<file path="config.mk">
export PLATFORM = sky130hd
export DESIGN_NAME = board_view_transform
export DESIGN_NICKNAME = d
export VERILOG_FILES = /design/src/rtl/board_pkg.sv /design/src/rtl/board_coord_map.sv /design/src/rtl/board_view_transform.sv
export SDC_FILE = /design/constraint.sdc
export NUM_CORES = 1
export LEC_CHECK = 0
export ABC_AREA = 1
export BUFFER_PORTS_ARGS = -buffer_cell sky130_fd_sc_hd__buf_4
export CORE_ASPECT_RATIO = 1.75
export CORE_MARGIN = 2
export CORE_UTILIZATION = 44
export CTS_BUF_LIST = sky130_fd_sc_hd__clkbuf_8
export CTS_CLUSTER_DIAMETER = 100
export DETAILED_ROUTE_END_ITERATION = 8
export GPL_ROUTABILITY_DRIVEN = 0
export PLACE_DENSITY = 0.7
export REMOVE_ABC_BUFFERS = 1
export SYNTH_ARGS = -nofsm -noshare
export SYNTH_HDL_FRONTEND = slang
export SYNTH_SLANG_ARGS = --single-unit
</file>
<file path="constraint.sdc">
create_clock -name clk -period 1.4 [get_ports clk]
set_input_delay 0.28 -clock clk [delete_from_list [all_inputs] [get_ports clk]]
set_output_delay 0.28 -clock clk [all_outputs]
set_load 0.01 [all_outputs]
</file>
<file path="src/rtl/board_pkg.sv">
// Shared definitions for the board view transform slice.
//   ROT_*           : two-bit rotation encodings (quarter turns, clockwise)
//   DEFAULT_BOARD_N : standard board dimension in squares
//   coord_t         : coordinate type at the default port width
//   flip_state_t    : auto-flip delay FSM states
//   rot_add         : modulo-4 sum of two rotations
package board_pkg;

    localparam logic [1:0] ROT_0   = 2'd0;
    localparam logic [1:0] ROT_90  = 2'd1;
    localparam logic [1:0] ROT_180 = 2'd2;
    localparam logic [1:0] ROT_270 = 2'd3;

    localparam int DEFAULT_BOARD_N = 8;

    typedef logic [7:0] coord_t;

    typedef enum logic {
        FLIP_IDLE,
        FLIP_COUNT
    } flip_state_t;

    function automatic logic [1:0] rot_add(input logic [1:0] a, input logic [1:0] b);
        return a + b;
    endfunction

endpackage

</file>
<file path="src/rtl/board_coord_map.sv">
// Purely combinational mirror + rotate + out-of-board check.
//   x, y         : source coordinate
//   rot, mirror  : view mode to apply
//   map_x, map_y : mapped coordinate (source passed through when out of board)
//   oob          : source coordinate lies outside the board
// INVERSE=0 maps logical->view (mirror, then rotate by rot).
// INVERSE=1 maps view->logical (rotate by (4-rot) mod 4, then mirror).
module board_coord_map
    import board_pkg::*;
#(
    parameter int BOARD_N = DEFAULT_BOARD_N,
    parameter int COORD_W = 8,
    parameter bit INVERSE = 1'b0
) (
    input  logic [COORD_W-1:0] x,
    input  logic [COORD_W-1:0] y,
    input  logic [1:0]         rot,
    input  logic               mirror,
    output logic [COORD_W-1:0] map_x,
    output logic [COORD_W-1:0] map_y,
    output logic               oob
);

    localparam logic [COORD_W-1:0] N_SQ  = COORD_W'(BOARD_N);
    localparam logic [COORD_W-1:0] N_MAX = COORD_W'(BOARD_N - 1);

    logic [1:0]         eff_rot;
    logic [COORD_W-1:0] pre_x;
    logic [COORD_W-1:0] rot_x;
    logic [COORD_W-1:0] rot_y;

    always_comb begin
        oob     = (x >= N_SQ) || (y >= N_SQ);
        eff_rot = INVERSE ? (2'd0 - rot) : rot;
        pre_x   = (!INVERSE && mirror) ? (N_MAX - x) : x;

        case (eff_rot)
            ROT_90:  begin rot_x = N_MAX - y;     rot_y = pre_x;         end
            ROT_180: begin rot_x = N_MAX - pre_x; rot_y = N_MAX - y;     end
            ROT_270: begin rot_x = y;             rot_y = N_MAX - pre_x; end
            default: begin rot_x = pre_x;         rot_y = y;             end
        endcase

        if (oob) begin
            map_x = x;
            map_y = y;
        end else begin
            map_x = (INVERSE && mirror) ? (N_MAX - rot_x) : rot_x;
            map_y = rot_y;
        end
    end

endmodule

</file>
<file path="src/rtl/board_view_transform.sv">
// Registered logical->view coordinate transform for an N x N board.
//   clk, rst                      : clock, synchronous active-high reset
//   in_valid/in_ready/in_x/in_y   : logical coordinate input handshake
//   out_valid/out_ready/out_x/out_y/out_oob : view coordinate output (1-cycle latency)
//   mode_rot/mode_mirror/mode_load: user view mode, latched into a pending register
//   auto_flip_en/side_black       : automatic 180-degree flip for black to move
//   frame_start                   : frame boundary; the only point where modes commit
//   active_rot/active_mirror      : mode currently applied to accepted inputs
//   flip_busy                     : auto-flip delay countdown in progress
module board_view_transform
    import board_pkg::*;
#(
    parameter int BOARD_N    = DEFAULT_BOARD_N,
    parameter int COORD_W    = 8,
    parameter int FLIP_DELAY = 16
) (
    input  logic               clk,
    input  logic               rst,
    input  logic               in_valid,
    output logic               in_ready,
    input  logic [COORD_W-1:0] in_x,
    input  logic [COORD_W-1:0] in_y,
    output logic               out_valid,
    input  logic               out_ready,
    output logic [COORD_W-1:0] out_x,
    output logic [COORD_W-1:0] out_y,
    output logic               out_oob,
    input  logic [1:0]         mode_rot,
    input  logic               mode_mirror,
    input  logic               mode_load,
    input  logic               auto_flip_en,
    input  logic               side_black,
    input  logic               frame_start,
    output logic [1:0]         active_rot,
    output logic               active_mirror,
    output logic               flip_busy
);

    localparam int CNT_W = (FLIP_DELAY > 0) ? $clog2(FLIP_DELAY + 1) : 1;

    logic [1:0]         pending_rot;
    logic               pending_mirror;
    logic               pending_flag;

    flip_state_t        flip_state;
    logic [CNT_W-1:0]   flip_cnt;
    logic               flip_target;
    logic               flip_ready;
    logic               flip_side_black;
    logic               next_flip_side;
    logic               side_prev;
    logic               side_seen;

    logic [COORD_W-1:0] map_x;
    logic [COORD_W-1:0] map_y;
    logic               map_oob;

    board_coord_map #(
        .BOARD_N (BOARD_N),
        .COORD_W (COORD_W),
        .INVERSE (1'b0)
    ) u_map (
        .x      (in_x),
        .y      (in_y),
        .rot    (active_rot),
        .mirror (active_mirror),
        .map_x  (map_x),
        .map_y  (map_y),
        .oob    (map_oob)
    );

    assign in_ready  = !out_valid || out_ready;
    assign flip_busy = (flip_state == FLIP_COUNT);

    // Flip side that a frame_start this cycle would commit.
    always_comb begin
        next_flip_side = flip_ready ? flip_target : flip_side_black;
    end

    always_ff @(posedge clk) begin
        if (rst) begin
            out_valid <= 1'b0;
            out_x     <= '0;
            out_y     <= '0;
            out_oob   <= 1'b0;
        end else if (in_valid && in_ready) begin
            out_valid <= 1'b1;
            out_x     <= map_x;
            out_y     <= map_y;
            out_oob   <= map_oob;
        end else if (in_ready) begin
            out_valid <= 1'b0;
        end
    end

    // Mode pending/commit and auto-flip delay FSM.
    always_ff @(posedge clk) begin
        if (rst) begin
            pending_rot     <= ROT_0;
            pending_mirror  <= 1'b0;
            pending_flag    <= 1'b0;
            active_rot      <= ROT_0;
            active_mirror   <= 1'b0;
            flip_state      <= FLIP_IDLE;
            flip_cnt        <= '0;
            flip_target     <= 1'b0;
            flip_ready      <= 1'b0;
            flip_side_black <= 1'b0;
            side_prev       <= 1'b0;
            side_seen       <= 1'b0;
        end else begin
            // Commit reads the pre-update pending/flip values, so a same-cycle
            // mode_load or newly-ready target waits for the next frame.
            if (frame_start) begin
                active_rot      <= rot_add(pending_rot,
                                           (auto_flip_en && next_flip_side) ? ROT_180 : ROT_0);
                flip_side_black <= next_flip_side;
                flip_ready      <= 1'b0;
                pending_flag    <= 1'b0;
                if (pending_flag) begin
                    active_mirror <= pending_mirror;
                end
            end

            if (mode_load) begin
                pending_rot    <= mode_rot;
                pending_mirror <= mode_mirror;
                pending_flag   <= 1'b1;
            end

            side_prev <= side_black;
            if (!side_seen) begin
                // First sample after reset is only a baseline.
                side_seen <= 1'b1;
            end else if (side_black != side_prev) begin
                // A newer side supersedes any target not yet committed.
                flip_target <= side_black;
                flip_cnt    <= CNT_W'(FLIP_DELAY);
                if (FLIP_DELAY == 0) begin
                    flip_ready <= 1'b1;
                    flip_state <= FLIP_IDLE;
                end else begin
                    flip_ready <= 1'b0;
                    flip_state <= FLIP_COUNT;
                end
            end else if (flip_state == FLIP_COUNT) begin
                // Ready on the cycle the count would reach zero: busy for
                // exactly FLIP_DELAY cycles.
                if (flip_cnt <= CNT_W'(1)) begin
                    flip_cnt   <= '0;
                    flip_ready <= 1'b1;
                    flip_state <= FLIP_IDLE;
                end else begin
                    flip_cnt <= flip_cnt - 1'b1;
                end
            end
        end
    end

endmodule

</file>
# After elaboration in Yosys (flattened, before gate mapping)
# Cells that the tools add are included.
# totals
inputBits,27
reg_bits,36
elab_cells,62
out_inout_bits,23
# op_classes
reduce_logical,11
add_sub_neg,5
eq_ne,4
muxes,23
order_cmp,3
# op_table
operator,n
one-hot mux 8 bit (3 select lines),2
2-to-1 mux 8 bit,3
"subtractor 3 x 8 -> 8 bit, first input constant",3
"greater-or-equal comparator 8 x 4 -> 1 bit, second input constant",2
2-to-1 mux 5 bit,3
2-to-1 mux 1 bit,14
AND reduction 2 bit,3
nonzero test 2 bit,3
"<= comparator 5 x 1 -> 1 bit, second input constant",1
"subtractor 5 x 1 -> 5 bit, second input constant",1
"== test 2 bit, second input constant",2
adder 2 bit,1
"== test 2 x 1 -> 1 bit, second input constant",1
logical AND 1 bit,2
logical OR 1 bit,2
2-to-1 mux 2 bit,1
zero test 1 bit,1
!= test 1 bit,1

# Depth between registers and ports, before layout
# Gate-level depths: netlist of run 1.
# logic_depth
ltp_word,5
ltp_mapped,13

# Modules after synthesis
# Synthesis of run 1 repeated with hierarchy kept, for this count alone.
# hier_totals
cells_unflattened,347
hier_area_um2,2321.0
# by_module_without_submodules
mod,area_per_inst_um2,seq_area_each_um2,instances,cells_per_inst
board_view_transform,1505.2,720.7,1,191
board_coord_map,815.8,0.0,1,156

# Least setup slack after synthesis of run 1
# No wires, ideal clock.
# synth_timing
path_kind,input -> register
start,input port in_x[3]
end,register out_y[6]
path_slack_ns,0.066
arrival_ns,1.204
path_stages,12
setup_ns,0.131
cell_sequence,inv_2 ha_1 nand2_1 nand3_2 inv_1 nand2_1 nand3_1 nand2_1 nand2_1 nand2_1 nand2_1 a21oi_2
# synth_between
elab_chain_cells,5
elab_cells_between_ends,7
cone_classes,add/sub: 2; order compare: 1; mux: 3; reduce/logical: 1
# synth_rtl
element,line_no,source
from (decl),board_view_transform.sv:21,"input logic [COORD_W-1:0] in_x,"
subtractor 3 x 8 -> 8 bit,board_coord_map.sv:35,pre_x = (!INVERSE && mirror) ? (N_MAX - x) : x;
2-to-1 mux 8 bit,board_coord_map.sv:35,
subtractor 3 x 8 -> 8 bit,board_coord_map.sv:40,ROT_270: begin rot_x = y; rot_y = N_MAX - pre_x; end
one-hot mux 8 bit (3 select lines),board_coord_map.sv:37,case (eff_rot)
2-to-1 mux 8 bit (*),board_coord_map.sv:44,if (oob) begin
to (signal assigned),board_view_transform.sv:89,out_y <= map_y;
to (decl),board_view_transform.sv:26,"output logic [COORD_W-1:0] out_y,"
# Mark *: on every way between the ends. The rest lies on a longest branch, timed or not.
# A chain may end at the register's enable or synchronous reset.

# Worst setup path in the final report of run 1
# layout_timing
start,register active_mirror
end,register out_y[1]
# layout_between
elab_chain_cells,4
# layout_rtl
element,line_no,source
from (decl),board_view_transform.sv:35,"output logic active_mirror,"
from (signal assigned),board_view_transform.sv:121,active_mirror <= pending_mirror;
2-to-1 mux 8 bit (*),board_coord_map.sv:35,
subtractor 3 x 8 -> 8 bit,board_coord_map.sv:40,
one-hot mux 8 bit (3 select lines) (*),board_coord_map.sv:37,
2-to-1 mux 8 bit (*),board_coord_map.sv:44,
# Marks and branches as above.

==> results_dict.tcl, run 1 <==
set metrics [dict create \
    outcome "finished, final reports clean" \
    ant_nets 0 \
    instances_no_fill 451 \
    cp-start-kind "flop" \
    diodes 0 \
    finalCriticalPeriod_ns 1.33 \
    worst_clock_skew_ns 0.00431 \
    routed_wl_um 5870 \
    final_cell_mix "81 x buf_4, 76 x nand2_1, 37 x inv_1" \
    grt_pass1_vias 2239 \
    yosys_warnings 0 \
    cap_violations 0 \
    p_leak_nw 1.43 \
    port-buffer-count 49 \
    maxSlewViolCount 0 \
    vias 2314 \
    avgSynthCellArea_sq_um 6.67 \
    antenna_found_initial 0 \
    clk_latency_ns 0.29 \
    grt.overflow.total 0 \
    die_h_um 95.7 \
    io_pins 50 \
    cp.arrival_ns 1.51 \
    dp.cells 443 \
    wl_per_cell_um 13.0 \
    ys_ff_latch 36 \
    fp.dieArea_sq_um 5400 \
    nets 429 \
    initial_core_util 0.453 \
    worstPathRequired_ns 1.58 \
    first_pass_iters 4 \
    setup_viol_count_final 0 \
    grt_max_degree 20 \
    num-fill-cells 448 \
    drive_gt1_frac 0.308 \
    slew_headroom 0.794 \
    syn_inst 317 \
    critPathKind "reg -> reg" \
    final_common_cell "buf_4" \
    min_period_over_period 0.952 \
    cts_root_buf "clkbuf_8" \
    cts_buffers 5 \
    row_count 33 \
    cts_tree "yes" \
    ir_worst_vdd_v 0.000574 \
    cts_max_level 2 \
    slowest_stage "dfxtp_2" \
    final_core_util 0.624 \
    power.density_nw_per_um2 896 \
    synth-simple-area-share 0.318 \
    hold_class "in -> reg" \
    synth_edf_count 0 \
    area_growth_pct 37.7 \
    hold_viol 0 \
    clock_path_buffers 2 \
    power.total_mw 2.61 \
    critPathMaxStageDelay_ns 0.33 \
    rsz0062_at_grt "yes" \
    clkTransAtPathRegs_ns 0.08 \
    synth_fa_ha_area_frac 0.0237 \
    synth_top_family_by_area "simple AND/OR/NAND/NOR gates" \
    drc 0 \
    async_flop_share 0 \
    via_per_inst 5.13 \
    synth.distinct_cells 31 \
    synth_area_sq_um 2110 \
    muxShareOfSynthArea 0 \
    synth_seq_area_share 0.341 \
    cp_max_fo 11 \
    synth_flop_cell "dfxtp_1" \
    synth-xor-area-share 0.0332 \
    dieWidth_um 56.4 \
    coreArea_sq_um 4670 \
    numClockSinks 36 \
    grt_pass1_wl_um 9650 \
    max_freq_mhz 750 \
    cts_hold_buf 0 \
    setup.worst_path.end_class "flop" \
    track_usage 0.228 \
    drt-initial-drc-count 47 \
    hpwl_um 4520 \
    hold_ws_ns 0.212 \
    setup_tns_ns 0 \
    synth_compound_area_frac 0.181 \
    tightest_slew_ns 0.308 \
    cp_cell_sequence "buf_12 -> xnor2_1 -> o21ai_0 -> or2_0 -> a31oi_1 -> nor2_1" \
]
## synthesized netlist by cell type (3+ instances only)
cell type / instances / area, sq um
clkbuf_1: 3 / 11.3
o211ai_1: 4 / 30.0
inv_2: 8 / 30.0
ha_1: 4 / 50.1
a21oi_1: 25 / 125
buf_2: 3 / 15.0
o21ai_0: 29 / 145
or2_0: 3 / 18.8
xor2_1: 3 / 26.3
nor2_4: 3 / 33.8
dfxtp_1: 36 / 721
nand2_1: 78 / 293
nand2_2: 5 / 31.3
inv_1: 36 / 135
xnor2_1: 5 / 43.8
nand3_1: 29 / 145
a31oi_1: 8 / 50.1
nor2_1: 19 / 71.3
## metrics by stage
step | setup WS, ns | cell area [sq um]
floorplan | 0.0373 | 2060
global placement | -0.0982 | 2780
detailed placement | -0.145 | 2780
CTS | 0.0300 | 2880
global route | -0.0340 | 2910
finish | 0.0672 | 2910
## state kept, by name, summed over array words and instances, names as in the netlist, 2 cells and up
| signal | cells |
|---|---|
| active_rot | 2 |
| flip_cnt | 5 |
| out_x | 8 |
| out_y | 8 |
| pending_rot | 2 |
## layer usage
layer	share of wire	routed length (um)	vias to the layer above	global-route usage
met3	0.032	190	10	0.0339
met1	0.38	2240	1072	0.233
met4	0.021	123	0	0.0972
met2	0.56	3320	42	0.450
met5	0	0	-	0
li1	-	-	1190	-
## final cells by class
type / count / area (sq um) / area share
Clock buffer: 6 / 82.6 / 0.0284
Clock inverter: 2 / 11.3 / 0.00387
Inverter: 45 / 170 / 0.0585
Multi-Input combinational cell: 227 / 1210 / 0.415
Sequential cell: 36 / 726 / 0.249
Tap cell: 52 / 65.1 / 0.0224
Timing Repair Buffer: 83 / 648 / 0.223
## timing repair
item                                    in CTS  in global routing
setup buffers                                0                  0
pin swaps                                    0                  2
hold endpoints to repair                     0                  0
endpoints found under the setup margin       2                 13
resized for setup                            1                 10
## report_power, final
part / internal (mW) / switching (mW)
Sequential: 1.10 / 0.0448
Clock: 0.393 / 0.386
Combinational: 0.316 / 0.372
Total: 1.80 / 0.803
## critical path, delay by kind of cell, from the launching register on
family / cells / cell delay (ns)
DFF: 1 / 0.33
AOI/OAI and AO/OA: 2 / 0.27
and+or+nand+nor: 2 / 0.26
xor gates and xnor gates: 1 / 0.22
buffers and inverters: 1 / 0.14
## kinds of logic (layout without fill, tap and decap cells)
group           after synthesis  count (layout)
compound gates               70              70
flops                        36              36
buf+inv                      54             136
fa+ha+maj                     4               4
xor+xnor                      8               8
simple gates                145             145
## final timing paths
kind,startpoint,to,slack (ns),cells past startpoint
worst max register to register,active_mirror$_SDFFE_PP0P_,out_y[1]$_SDFFE_PP0P_,0.07,6
worst min register to register,pending_flag$_SDFFE_PP0P_,pending_flag$_SDFFE_PP0P_,0.47,2
worst max-delay path,active_mirror$_SDFFE_PP0P_,out_y[1]$_SDFFE_PP0P_,0.07,6
worst min-delay path,mode_rot[1],pending_rot[1]$_SDFFE_PP0P_,0.21,3
(Power assumes the default switching activity.)
==> run 2, diff against run 1 <==
--- a/config.mk
+++ b/config.mk
@@ -7,14 +7,16 @@
 export LEC_CHECK = 0
 export ABC_AREA = 1
 export BUFFER_PORTS_ARGS = -buffer_cell sky130_fd_sc_hd__buf_4
+export CELL_PAD_IN_SITES_DETAIL_PLACEMENT = 0
+export CELL_PAD_IN_SITES_GLOBAL_PLACEMENT = 1
 export CORE_ASPECT_RATIO = 1.75
 export CORE_MARGIN = 2
-export CORE_UTILIZATION = 44
+export CORE_UTILIZATION = 35
 export CTS_BUF_LIST = sky130_fd_sc_hd__clkbuf_8
 export CTS_CLUSTER_DIAMETER = 100
 export DETAILED_ROUTE_END_ITERATION = 8
 export GPL_ROUTABILITY_DRIVEN = 0
-export PLACE_DENSITY = 0.7
+export PLACE_DENSITY_LB_ADDON = 0.1
 export REMOVE_ABC_BUFFERS = 1
 export SYNTH_ARGS = -nofsm -noshare
 export SYNTH_HDL_FRONTEND = slang
==> results_dict.tcl, run 2 (synthesized netlist as in run 1, its figures left out) <==
set metrics [dict create \
    crit_top_cell "buf_4" \
    cp_max_fo 8 \
    grt_max_degree 20 \
    vias 2301 \
    hold_class "in -> reg" \
    finalCriticalPeriod_ns 1.33 \
    worstPathRequired_ns 1.12 \
    fp.dieArea_sq_um 6700 \
    seq_area_sq_um 728 \
    cap_violations 0 \
    cts_buffers 5 \
    cp_cell_sequence "buf_12 -> buf_4 -> buf_4" \
    ant_nets 0 \
    track_usage 0.199 \
    slowest_stage "dfxtp_4" \
    via_per_inst 4.80 \
    clk_latency_ns 0.29 \
    dieWidth_um 62.7 \
    p_leak_nw 1.48 \
    num-fill-cells 653 \
    slew_headroom 0.784 \
    first_pass_iters 4 \
    worst_clock_skew_ns 0.00689 \
    cts_max_level 2 \
    instances_no_fill 479 \
    crit_family "buffers and inverters" \
    grt_pass1_vias 2347 \
    ir_worst_vdd_v 0.000338 \
    drt-initial-drc-count 41 \
    clkTransAtPathRegs_ns 0.08 \
    setup_viol_count_final 0 \
    multi_input_area_sq_um 1300 \
    initial_core_util 0.359 \
    power.total_mw 2.80 \
    path_depth 3 \
    final_cell_mix "83 x buf_4, 68 x nand2_1, 34 x inv_1" \
    nets 431 \
    finalInstanceArea_sq_um 3080 \
    drc 0 \
    tightest_slew_ns 0.324 \
    hpwl_um 4940 \
    cts_tree "yes" \
    reg.largest.list "out_x (8), out_y (8), flip_cnt (5)" \
    coreArea_sq_um 5880 \
    power.density_nw_per_um2 909 \
    min_period_over_period 0.949 \
    port-buffer-count 49 \
    critPathMaxStageDelay_ns 0.36 \
    antenna_found_initial 0 \
    setup.worst_path.end_class "primary output" \
    final_common_cell "buf_4" \
    routed_wl_um 6290 \
    wl_per_cell_um 13.1 \
    outcome "finished, final reports clean" \
    cp-start-kind "flop" \
    max_freq_mhz 753 \
    cts_root_buf "clkbuf_8" \
    grt_pass1_wl_um 10500 \
    reg2reg_depth 11 \
    clock_path_buffers 2 \
    drive_gt1_frac 0.364 \
    area_growth_pct 45.9 \
    row_count 37 \
    dp.cells 469 \
    min_path_cells 3 \
    io_pins 50 \
    grt.overflow.total 0 \
    crit_buf_inv 3 \
    maxSlewViolCount 0 \
    hold_viol 0 \
    die_h_um 107 \
    numClockSinks 36 \
    critPathKind "reg -> out" \
    cp.arrival_ns 1.05 \
    diodes 0 \
    dpl_cell_area_sq_um 2810 \
]
==> run 2: final timing paths <==
| path | start | end | slack, ns |
|---|---|---|---|
| worst min register to register | flip_cnt[3]$_SDFFE_PP0P_ | flip_cnt[3]$_SDFFE_PP0P_ | 0.47 |
| worst max register to register | active_mirror$_SDFFE_PP0P_ | out_x[6]$_SDFFE_PP0P_ | 0.08 |
| worst min-delay path | mode_rot[1] | pending_rot[1]$_SDFFE_PP0P_ | 0.21 |
| worst max-delay path | active_mirror$_SDFFE_PP0P_ | active_mirror | 0.07 |
==> run 2: per-layer routing <==
metal,share of wire,GRT usage
met5,0,0
met4,0.023,0.0857
met1,0.37,0.205
met2,0.59,0.392
met3,0.023,0.0273
==> run 2: timing repair <==
| item | 4_1_cts | 5_1_grt |
|---|---|---|
| setup buffers | 0 | 2 |
| endpoints found under the setup margin | 5 | 19 |
| resized for setup | 2 | 41 |
| pin swaps | 0 | 11 |
| hold buffers | 0 | 0 |
==> run 2: layout make-up <==
cell class | count | area share
clock buffer | 5 | 0.0223
sequential | 36 | 0.236
clock inverter | 3 | 0.0138
inverter | 45 | 0.0584
tap | 78 | 0.0317
timing repair buffer | 85 | 0.215
multi-input combinational | 227 | 0.422
==> run 2: per-stage QoR <==
| stage | setup slack (ns) | utilization | hold slack (ns) | setup TNS, ns |
|---|---|---|---|---|
| after global placement | -0.191 | 0.478 | 0.452 | -1.07 |
| after detailed placement | -0.203 | 0.478 | 0.458 | -1.36 |
| after floorplan | 0.0373 | - | 0.342 | 0 |
| after CTS | 0.0118 | 0.498 | 0.208 | 0 |
| final | 0.0720 | 0.524 | 0.211 | 0 |
| after global routing | -0.00174 | 0.524 | 0.227 | -0.00174 |
==> run 2: worst min-delay path: cells and delay by family <==
kind | cells | cell delay, ns
AND/OR/NAND/NOR | 2 | 0.11
buffers and inverters | 1 | 0.08
==> run 2: report_power, final <==
| group | internal (mW) | switching, mW | total [mW] | leakage (nW) |
|---|---|---|---|---|
| registers | 1.09 | 0.0480 | 1.14 | 0.299 |
| logic | 0.340 | 0.404 | 0.744 | 1.12 |
| clock network | 0.527 | 0.390 | 0.917 | 0.0541 |
